## config.mk

```make
export PLATFORM = sky130hd
export DESIGN_NAME = logic_gate_pipe
export DESIGN_NICKNAME = d
export VERILOG_FILES = /design/src/rtl/logic_gate_pipe.sv
export SDC_FILE = /design/constraint.sdc
export NUM_CORES = 1
export LEC_CHECK = 0
export CORE_MARGIN = 3
export CORE_UTILIZATION = 45
export DETAILED_ROUTE_END_ITERATION = 10
export PLACE_DENSITY = 0.69
export SYNTH_ARGS = -nofsm -noshare
export SYNTH_HDL_FRONTEND = slang
export SYNTH_SLANG_ARGS = --single-unit
```

## constraint.sdc

```tcl
create_clock -name clk -period 2.6 [get_ports clk]
set_clock_uncertainty 0.15 [all_clocks]
set_input_delay 0.52 -clock clk [delete_from_list [all_inputs] [get_ports clk]]
set_output_delay 0.52 -clock clk [all_outputs]
set_load 0.01 [all_outputs]
```

## src/rtl/logic_gate_pipe.sv

```systemverilog
`default_nettype none
// ============================================================================
//  Module      : logic_gate_pipe
//  Description : Two-stage valid/ready pipeline applying one of eight bitwise
//                logic operations to two WIDTH-bit operands, with a registered
//                OR-reduction flag of the result.
//                Optional macro GATE_STATS_EN adds a saturating output
//                transaction counter on port txn_count.
//  Revision    : 1.0 - initial release
// ============================================================================
module logic_gate_pipe #(
   parameter int WIDTH = 8,
   parameter int CNT_W = 16
) (
   input  logic             clk,
   input  logic             rst_n,
   input  logic             in_valid,
   output logic             in_ready,
   input  logic [WIDTH-1:0] a,
   input  logic [WIDTH-1:0] b,
   input  logic [2:0]       op,
   output logic             out_valid,
   input  logic             out_ready,
   output logic [WIDTH-1:0] y,
   output logic             y_red
`ifdef GATE_STATS_EN
   ,
   output logic [CNT_W-1:0] txn_count
`endif
);

   // Operation select encoding
   localparam logic [2:0] c_op_and  = 3'b000;
   localparam logic [2:0] c_op_or   = 3'b001;
   localparam logic [2:0] c_op_xor  = 3'b010;
   localparam logic [2:0] c_op_nand = 3'b011;
   localparam logic [2:0] c_op_nor  = 3'b100;
   localparam logic [2:0] c_op_xnor = 3'b101;
   localparam logic [2:0] c_op_nota = 3'b110;
   localparam logic [2:0] c_op_pass = 3'b111;

   // Stage 1 holds the raw operands; stage 2 holds the computed result.
   logic             s1_valid_q, s1_valid_d;
   logic [WIDTH-1:0] s1_a_q,     s1_a_d;
   logic [WIDTH-1:0] s1_b_q,     s1_b_d;
   logic [2:0]       s1_op_q,    s1_op_d;
   logic             out_valid_q, out_valid_d;
   logic [WIDTH-1:0] y_q,        y_d;
   logic             y_red_q,    y_red_d;

   logic             w_s2_ready;
   logic             w_in_fire;
   logic             w_s1_adv;
   logic             w_out_fire;
   logic [WIDTH-1:0] w_result;

   // The eight gate functions; NOT/PASS ignore operand b.
   function automatic logic [WIDTH-1:0] gate_fn(
      input logic [2:0]       sel,
      input logic [WIDTH-1:0] x,
      input logic [WIDTH-1:0] z
   );
      logic [WIDTH-1:0] r;
      r = '0;
      case (sel)
         c_op_and  : r = x & z;
         c_op_or   : r = x | z;
         c_op_xor  : r = x ^ z;
         c_op_nand : r = ~(x & z);
         c_op_nor  : r = ~(x | z);
         c_op_xnor : r = ~(x ^ z);
         c_op_nota : r = ~x;
         c_op_pass : r = x;
         default   : r = '0;
      endcase
      return r;
   endfunction

   // Ready chain and handshake events; result is taken only from stage-1 regs.
   always_comb begin
      w_s2_ready = !out_valid_q || out_ready;
      in_ready   = !s1_valid_q || w_s2_ready;
      w_in_fire  = in_valid && in_ready;
      w_s1_adv   = s1_valid_q && w_s2_ready;
      w_out_fire = out_valid_q && out_ready;
      w_result   = gate_fn(s1_op_q, s1_a_q, s1_b_q);
   end

   // Next-state for both stages: refill, advance and drain can all coincide.
   always_comb begin
      s1_valid_d  = s1_valid_q;
      s1_a_d      = s1_a_q;
      s1_b_d      = s1_b_q;
      s1_op_d     = s1_op_q;
      out_valid_d = out_valid_q;
      y_d         = y_q;
      y_red_d     = y_red_q;

      if (w_in_fire) begin
         s1_valid_d = 1'b1;
         s1_a_d     = a;
         s1_b_d     = b;
         s1_op_d    = op;
      end else if (w_s1_adv) begin
         s1_valid_d = 1'b0;
      end

      if (w_s1_adv) begin
         out_valid_d = 1'b1;
         y_d         = w_result;
         y_red_d     = |w_result;
      end else if (w_out_fire) begin
         out_valid_d = 1'b0;
      end
   end

   // Pipeline registers; reset discards everything in flight.
   always_ff @(posedge clk or negedge rst_n) begin
      if (!rst_n) begin
         s1_valid_q  <= 1'b0;
         s1_a_q      <= '0;
         s1_b_q      <= '0;
         s1_op_q     <= '0;
         out_valid_q <= 1'b0;
         y_q         <= '0;
         y_red_q     <= 1'b0;
      end else begin
         s1_valid_q  <= s1_valid_d;
         s1_a_q      <= s1_a_d;
         s1_b_q      <= s1_b_d;
         s1_op_q     <= s1_op_d;
         out_valid_q <= out_valid_d;
         y_q         <= y_d;
         y_red_q     <= y_red_d;
      end
   end

   assign out_valid = out_valid_q;
   assign y         = y_q;
   assign y_red     = y_red_q;

`ifdef GATE_STATS_EN
   logic [CNT_W-1:0] txn_count_q, txn_count_d;

   // Count output transfers, sticking at all-ones rather than wrapping.
   always_comb begin
      txn_count_d = txn_count_q;
      if (w_out_fire && (txn_count_q != {CNT_W{1'b1}})) begin
         txn_count_d = txn_count_q + CNT_W'(1);
      end
   end

   // Counter register, cleared with the rest of the pipeline.
   always_ff @(posedge clk or negedge rst_n) begin
      if (!rst_n) begin
         txn_count_q <= '0;
      end else begin
         txn_count_q <= txn_count_d;
      end
   end

   assign txn_count = txn_count_q;
`endif

endmodule
`default_nettype wire

```

==> reports/metrics.yaml, run 1 <==
vias: 1576
cellPowerDensity_mw_per_mm2: 769
yosys_register_bits: 30
fp.dieW_microns: 74.1
crit_start: "out_ready"
grt_pass1_vias: 1391
ffs_w_async_s_r_synth_pct: 100
number_of_antenna_violations_at_the_first_check_in_global_routing: 0
worst_hold_path_type: "flop to flop"
holdCritStartpoint: "y[0]"
cts.reportedPaths.clkPinSlew_ns: 0.07
drive_gt1_share_pct: 19.2
timing.fmax_mhz: 425
place.detailed.instances: 284
netlist_area_pre_place_sq_mm: 0.00209
finalWorstPathRequiredPeriod_ns: 2.35
die_height_microns: 74.1
tritoncts: "built"
utilization_pct: 57.9
max_cap_viol_count: 0
drt.antenna.violating_nets: 0
worst-setup-path-type: "input port to output pin"
place_congestion: 0.745
finalCritPeriodShare_pct: 90.5
status: "finished, final reports clean"
setup-tns-final_ns: 0
final-setup-viol-count: 0
final_cells: 292
timing.final.max_slew_violations: 0
overflow: 0
yosys_warnings: 0
area.growth.synth_to_final_pct: 22.4
min_delay_path_depth: 2
drt_iter0_drc: 86
grt_setup_unrepaired: "no"
syn-num-nets: 243
routed_wire_length_per_instance_microns: 13.3
postSynth.topFlopCell: "sky130_fd_sc_hd__dfrtp_1"
number_of_buffers_created_by_cts: 5
reg2reg_from: "s1_op_q[0]"
synth_cell_types: 40
timing.max_slew.rel_slack_pct: 57.2
startpoint_type_of_the_worst_setup_path: "input port"
number_of_fill_cells_in_the_layout: 413
grt_start_max_net_pins: 34
worst_ep_required_time_ns: 1.93
max-vdd-ir-drop_mv: 0.441
clkSinkCount: 30
grt_pass1_wl_microns: 6440
detailedRoute.firstPassIterationCount: 4
postCtsSetupRepairBufs: 0
ctsHtreeMaxLevel: 2
worst_pin_slew_ns: 0.642
synth_area_leader_cell: "sky130_fd_sc_hd__dfrtp_1"
post_cts_resize_count: 0
drcViolationCount: 0
detailed_place_hpwl_microns: 2850
start_util_pct: 47.3
num_io_pins: 34
fp.coreArea_sq_mm: 0.00441
clk_latency_ns: 0.28
netlist.area_leader.share_pct: 36.0
synth_enable_flop_cells: 0
timing.critical_path.arrival_ns: 1.68
crit_path_max_fanout: 3
fin_hold_viols: 0
floorplan.die_area_sq_mm: 0.00549
cellLeakagePower_uw: 0.00112
vias_per_cell: 5.40
library_cell_with_the_highest_instance_count_after_synthesis: "sky130_fd_sc_hd__dfrtp_1"
grt.total_usage_pct: 15.4
netlist_top_cells_area: "sky130_fd_sc_hd__dfrtp_1 36%, sky130_fd_sc_hd__mux2_2 13%, sky130_fd_sc_hd__ha_1 9.6%"
antenna-diode-count: 0
worstRegToRegCells: 6
place.port_buffers: 33
core.rowCount: 24
clock_path_buffers: 2
synthCells: 204
totalWireLength_microns: 3890
synth.yosys.seq_area_share_pct: 36.0
critical_path.endpoint_type: "output pin"
root_buffer: "sky130_fd_sc_hd__clkbuf_8"
cts_hold_buffers: 0
netlist_top_cells_count: "30 x sky130_fd_sc_hd__dfrtp_1, 25 x sky130_fd_sc_hd__mux2_2, 21 x sky130_fd_sc_hd__inv_1, 16 x sky130_fd_sc_hd__ha_1, 16 x sky130_fd_sc_hd__nand2b_1"
number_of_nets_at_the_end_of_the_flow: 278
syn_area_per_cell_sq_um: 10.2
==> power by group <==
| group | switching [uW] | total (uW) | leakage, uW | internal [uW] |
|---|---|---|---|---|
| logic | 327 | 722 | 0.000700 | 395 |
| registers | 86.6 | 655 | 0.000347 | 568 |
| clock network | 178 | 587 | 0.0000714 | 409 |
==> stage by stage <==
step                      hold slack, ns  area, sq um  setup slack [ns]  power [uW]
final                              0.333         2550             0.247        1960
after global routing               0.358         2550             0.141        2090
after CTS                          0.345         2550             0.240        1990
after detailed placement           0.330         2410             0.147        1390
after global placement             0.314         2410             0.266        1380
after floorplan                   0.0744         2090             0.731        1160
==> cell families (layout without fill, tap and decap cells) <==
group           Yosys count  count (layout)  synth area share (%)
buf+inv                  32              68                  9.35
fa+ha+maj                16              16                  9.59
xor+xnor                  2               2                 0.839
simple gates             49              49                  13.4
flops                    30              30                  36.0
compound gates           49              49                  16.9
mux                      26              26                  14.0
==> path summary, 6_finish.rpt <==
path / slack [ns] / endpoint
worst max-delay path: 0.25 / in_ready
worst min-delay path: 0.33 / y[0]
worst max register to register: 0.30 / y_red
worst min register to register: 0.33 / y[0]
max in group asynchronous: 1.55 / s1_a_q[3]
min in group asynchronous: 0.47 / s1_b_q[6]
==> worst max-delay path, stage by stage <==
cell and delay [ns]:
sky130_fd_sc_hd__clkdlybuf4s50_1 0.47, sky130_fd_sc_hd__nand3b_1 0.14, sky130_fd_sc_hd__clkdlybuf4s50_1 0.55
==> metal layers <==
metal	up-vias	GRT usage, %	wire, microns	part of all wire [%]
li1	796	-	-	-
met1	745	19.8	1880	48
met2	28	24.0	1780	46
met3	7	4.46	155	4.0
met4	0	6.64	80	2.1
met5	-	0	0	0
==> layout by cell type (no fill, tap or decap), types with 2 or more instances in the layout <==
| cell | netlist | layout |
|---|---|---|
| sky130_fd_sc_hd__a211oi_1 | 2 | 2 |
| sky130_fd_sc_hd__a21oi_1 | 15 | 15 |
| sky130_fd_sc_hd__bufinv_16 | 0 | 2 |
| sky130_fd_sc_hd__ha_1 | 16 | 16 |
| sky130_fd_sc_hd__dfrtp_1 | 30 | 30 |
| sky130_fd_sc_hd__o22ai_1 | 7 | 7 |
| sky130_fd_sc_hd__o21ai_0 | 3 | 3 |
| sky130_fd_sc_hd__and3b_1 | 2 | 2 |
| sky130_fd_sc_hd__nand2_1 | 8 | 8 |
| sky130_fd_sc_hd__a31oi_1 | 2 | 2 |
| sky130_fd_sc_hd__a2bb2oi_1 | 4 | 4 |
| sky130_fd_sc_hd__o32ai_1 | 4 | 4 |
| sky130_fd_sc_hd__clkdlybuf4s50_1 | 0 | 33 |
| sky130_fd_sc_hd__nor2_1 | 12 | 12 |
| sky130_fd_sc_hd__inv_1 | 21 | 21 |
| sky130_fd_sc_hd__o32a_1 | 4 | 4 |
| sky130_fd_sc_hd__mux2_2 | 25 | 25 |
| sky130_fd_sc_hd__clkbuf_8 | 0 | 6 |
| sky130_fd_sc_hd__nand2b_1 | 16 | 16 |
| sky130_fd_sc_hd__buf_4 | 2 | 6 |
==> flip-flops by register name, summed over array words and instances (netlist names) <==
| register | count |
|---|---|
| s1_a_q | 8 |
| s1_b_q | 8 |
| y | 8 |
| s1_op_q | 3 |
| out_valid | 1 |
| s1_valid_q | 1 |
| y_red | 1 |
==> cell type report <==
| type | instances | area, sq um | area share, % |
|---|---|---|---|
| Tap cell | 52 | 65.1 | 2.55 |
| Sequential cell | 30 | 751 | 29.4 |
| Clock buffer | 6 | 82.6 | 3.23 |
| Inverter | 21 | 78.8 | 3.09 |
| Multi-Input combinational cell | 142 | 1140 | 44.7 |
| Timing Repair Buffer | 39 | 375 | 14.7 |
| Clock inverter | 2 | 60.1 | 2.35 |
(Power assumes the default switching activity.)
==> run 2, diff against run 1 <==
- SKIP_CTS_REPAIR_TIMING: default -> 1
==> results of run 2 <==
No change in the layout: final DEF, timing and power equal those of run 1.
==> run 3, diff against run 2 <==
- PLACE_DENSITY: 0.69 -> 0.72
- SLEW_MARGIN: default -> 20
- clock period: 2.6 -> 2.1 ns (I/O delays scaled with it)
==> run 3 against run 2 <==
  * Final area increased by 4.1%
  * Clock power decreased by 19%
  * Via count is 6.4% higher
  * Register-to-register slack worse by 0.20 ns
  * Sequential share of layout area decreased by 1.1 points
  * Setup slack worse by 0.14 ns
  * Flip-flop and latch count did not move
  * Wire length is 12% higher
  * Global-route usage up 1.9 points
  * Hold slack better by 0.022 ns
  * Non-clock buffer count grew 11
  * Critical path type is now flop to flop
  * Critical endpoint is now y_red
  * Largest cell class unchanged
==> reports/metrics.yaml, run 3 (synthesis gave the netlist of run 1 again) <==
status: "finished, final reports clean"
detailedRoute.firstPassIterationCount: 4
root_buffer: "sky130_fd_sc_hd__clkbuf_8"
worst-setup-path-type: "flop to flop"
fp.dieW_microns: 74.1
detailed_place_hpwl_microns: 3180
start_util_pct: 47.3
placed_area_sq_mm: 0.00253
finalInstanceArea_sq_mm: 0.00266
max_cap_viol_count: 0
cpPeakStageDelay_ns: 0.39
m1WireLength_microns: 2020
met3_length_microns: 145
crit_path_max_fanout: 4
grt_setup_unrepaired: "no"
startpoint_type_of_the_worst_setup_path: "flop"
crit_buf_inv: 1
timing.fmax_mhz: 501
finalCritPeriodShare_pct: 95.1
ff_latch_area_sq_um: 753
vias: 1677
grt_pass1_vias: 1638
clkSinkCount: 30
layout.cells.most_common: "sky130_fd_sc_hd__clkdlybuf4s50_1"
timing.critical_path.max_delay_family: "compound AO/OA/AOI/OAI gates"
tritoncts: "built"
place_congestion: 0.826
number_of_buffers_created_by_cts: 5
utilization_pct: 60.2
cpMaxStageDelayCell: "sky130_fd_sc_hd__dfrtp_1"
number_of_antenna_violations_at_the_first_check_in_global_routing: 0
grt.total_usage_pct: 17.3
ctsHtreeMaxLevel: 2
grt_start_max_net_pins: 31
drcViolationCount: 0
core.rowCount: 24
multiInputGateArea_sq_mm: 0.00117
timing.critical_path.arrival_ns: 1.99
worst_ep_required_time_ns: 2.09
drt.antenna.violating_nets: 0
overflow: 0
drive_gt1_share_pct: 24.3
timing.max_slew.rel_slack_pct: 70.8
fin_hold_viols: 0
route.met2.wl_microns: 2150
place.port_buffers: 33
worst_hold_path_type: "flop to flop"
fp.coreArea_sq_mm: 0.00441
die_height_microns: 74.1
area.growth.synth_to_final_pct: 27.3
clock_path_buffers: 2
floorplan.die_area_sq_mm: 0.00549
mostFrequentLayoutCells: "32 x sky130_fd_sc_hd__clkdlybuf4s50_1, 28 x sky130_fd_sc_hd__dfrtp_1, 25 x sky130_fd_sc_hd__mux2_2"
clk_latency_ns: 0.28
num_io_pins: 34
critical_path.endpoint_type: "flop"
totalWireLength_microns: 4360
final-setup-viol-count: 0
cellPowerDensity_mw_per_mm2: 863
cellLeakagePower_uw: 0.00117
antenna-diode-count: 0
max-vdd-ir-drop_mv: 0.638
routed_wire_length_per_instance_microns: 14.4
path_cells: "inv_1 -> ha_1 -> nand2b_1 -> a21oi_1 -> o32a_1 -> nor4_2 -> a31oi_1"
timing.final.max_slew_violations: 0
finalWorstPathRequiredPeriod_ns: 2.00
vias_per_cell: 5.53
maxUsedRoutingLayer: "met4"
number_of_nets_at_the_end_of_the_flow: 289
drt_iter0_drc: 69
number_of_fill_cells_in_the_layout: 370
grt_pass1_wl_microns: 7380
worst_pin_slew_ns: 0.433
cts.reportedPaths.clkPinSlew_ns: 0.07
-- run 3: area by class of cell --
class                           instances  share of cell area [%]
Multi-Input combinational cell        142                    44.1
Sequential cell                        30                    28.3
Timing Repair Buffer                   50                    18.7
Clock buffer                            7                    3.25
Inverter                               21                    2.97
Tap cell                               52                    2.45
Clock inverter                          1                   0.188
-- run 3: metal layers --
metal | up-vias | GRT usage (%)
li1 | 816 | -
met1 | 828 | 22.8
met3 | 5 | 2.97
met5 | - | 0
met2 | 28 | 28.2
met4 | 0 | 6.64
-- run 3: path summary, 6_finish.rpt --
check / from / to / slack (ns) / depth (start not counted)
max: s1_a_q[4] / y_red / 0.10 / 7
min: y[0] / y[0] / 0.36 / 2
max reg2reg: s1_a_q[4] / y_red / 0.10 / 7
min reg2reg: y[0] / y[0] / 0.36 / 2
max in group asynchronous: rst_n / s1_op_q[0] / 1.10 / 2
min in group asynchronous: rst_n / y[2] / 0.38 / 2
-- run 3: power breakdown --
group | total (uW) | switching [uW] | internal (uW)
registers | 807 | 102 | 705
clock network | 478 | 215 | 264
logic | 1010 | 454 | 553
-- run 3: worst min-delay path, delay by kind of cell (launching register included) --
family           cells  cell delay, ns
flip-flops           1            0.36
AO/OA/AOI/OAI        1            0.06
AND/OR/NAND/NOR      1            0.05
-- run 3: metrics by stage --
| stage | TNS [ns] | setup slack (ns) | cells | hold WS, ns | total power, uW |
|---|---|---|---|---|---|
| after floorplan | 0 | 0.253 | 204 | -0.0256 | 1440 |
| after global placement | -0.0216 | -0.0124 | 295 | 0.334 | 1780 |
| after detailed placement | -0.161 | -0.128 | 295 | 0.328 | 1800 |
| after CTS | -0.0296 | -0.0296 | 303 | 0.358 | 2290 |
| after global routing | 0 | 0.0118 | 303 | 0.385 | 2450 |
| final | 0 | 0.102 | 303 | 0.355 | 2290 |
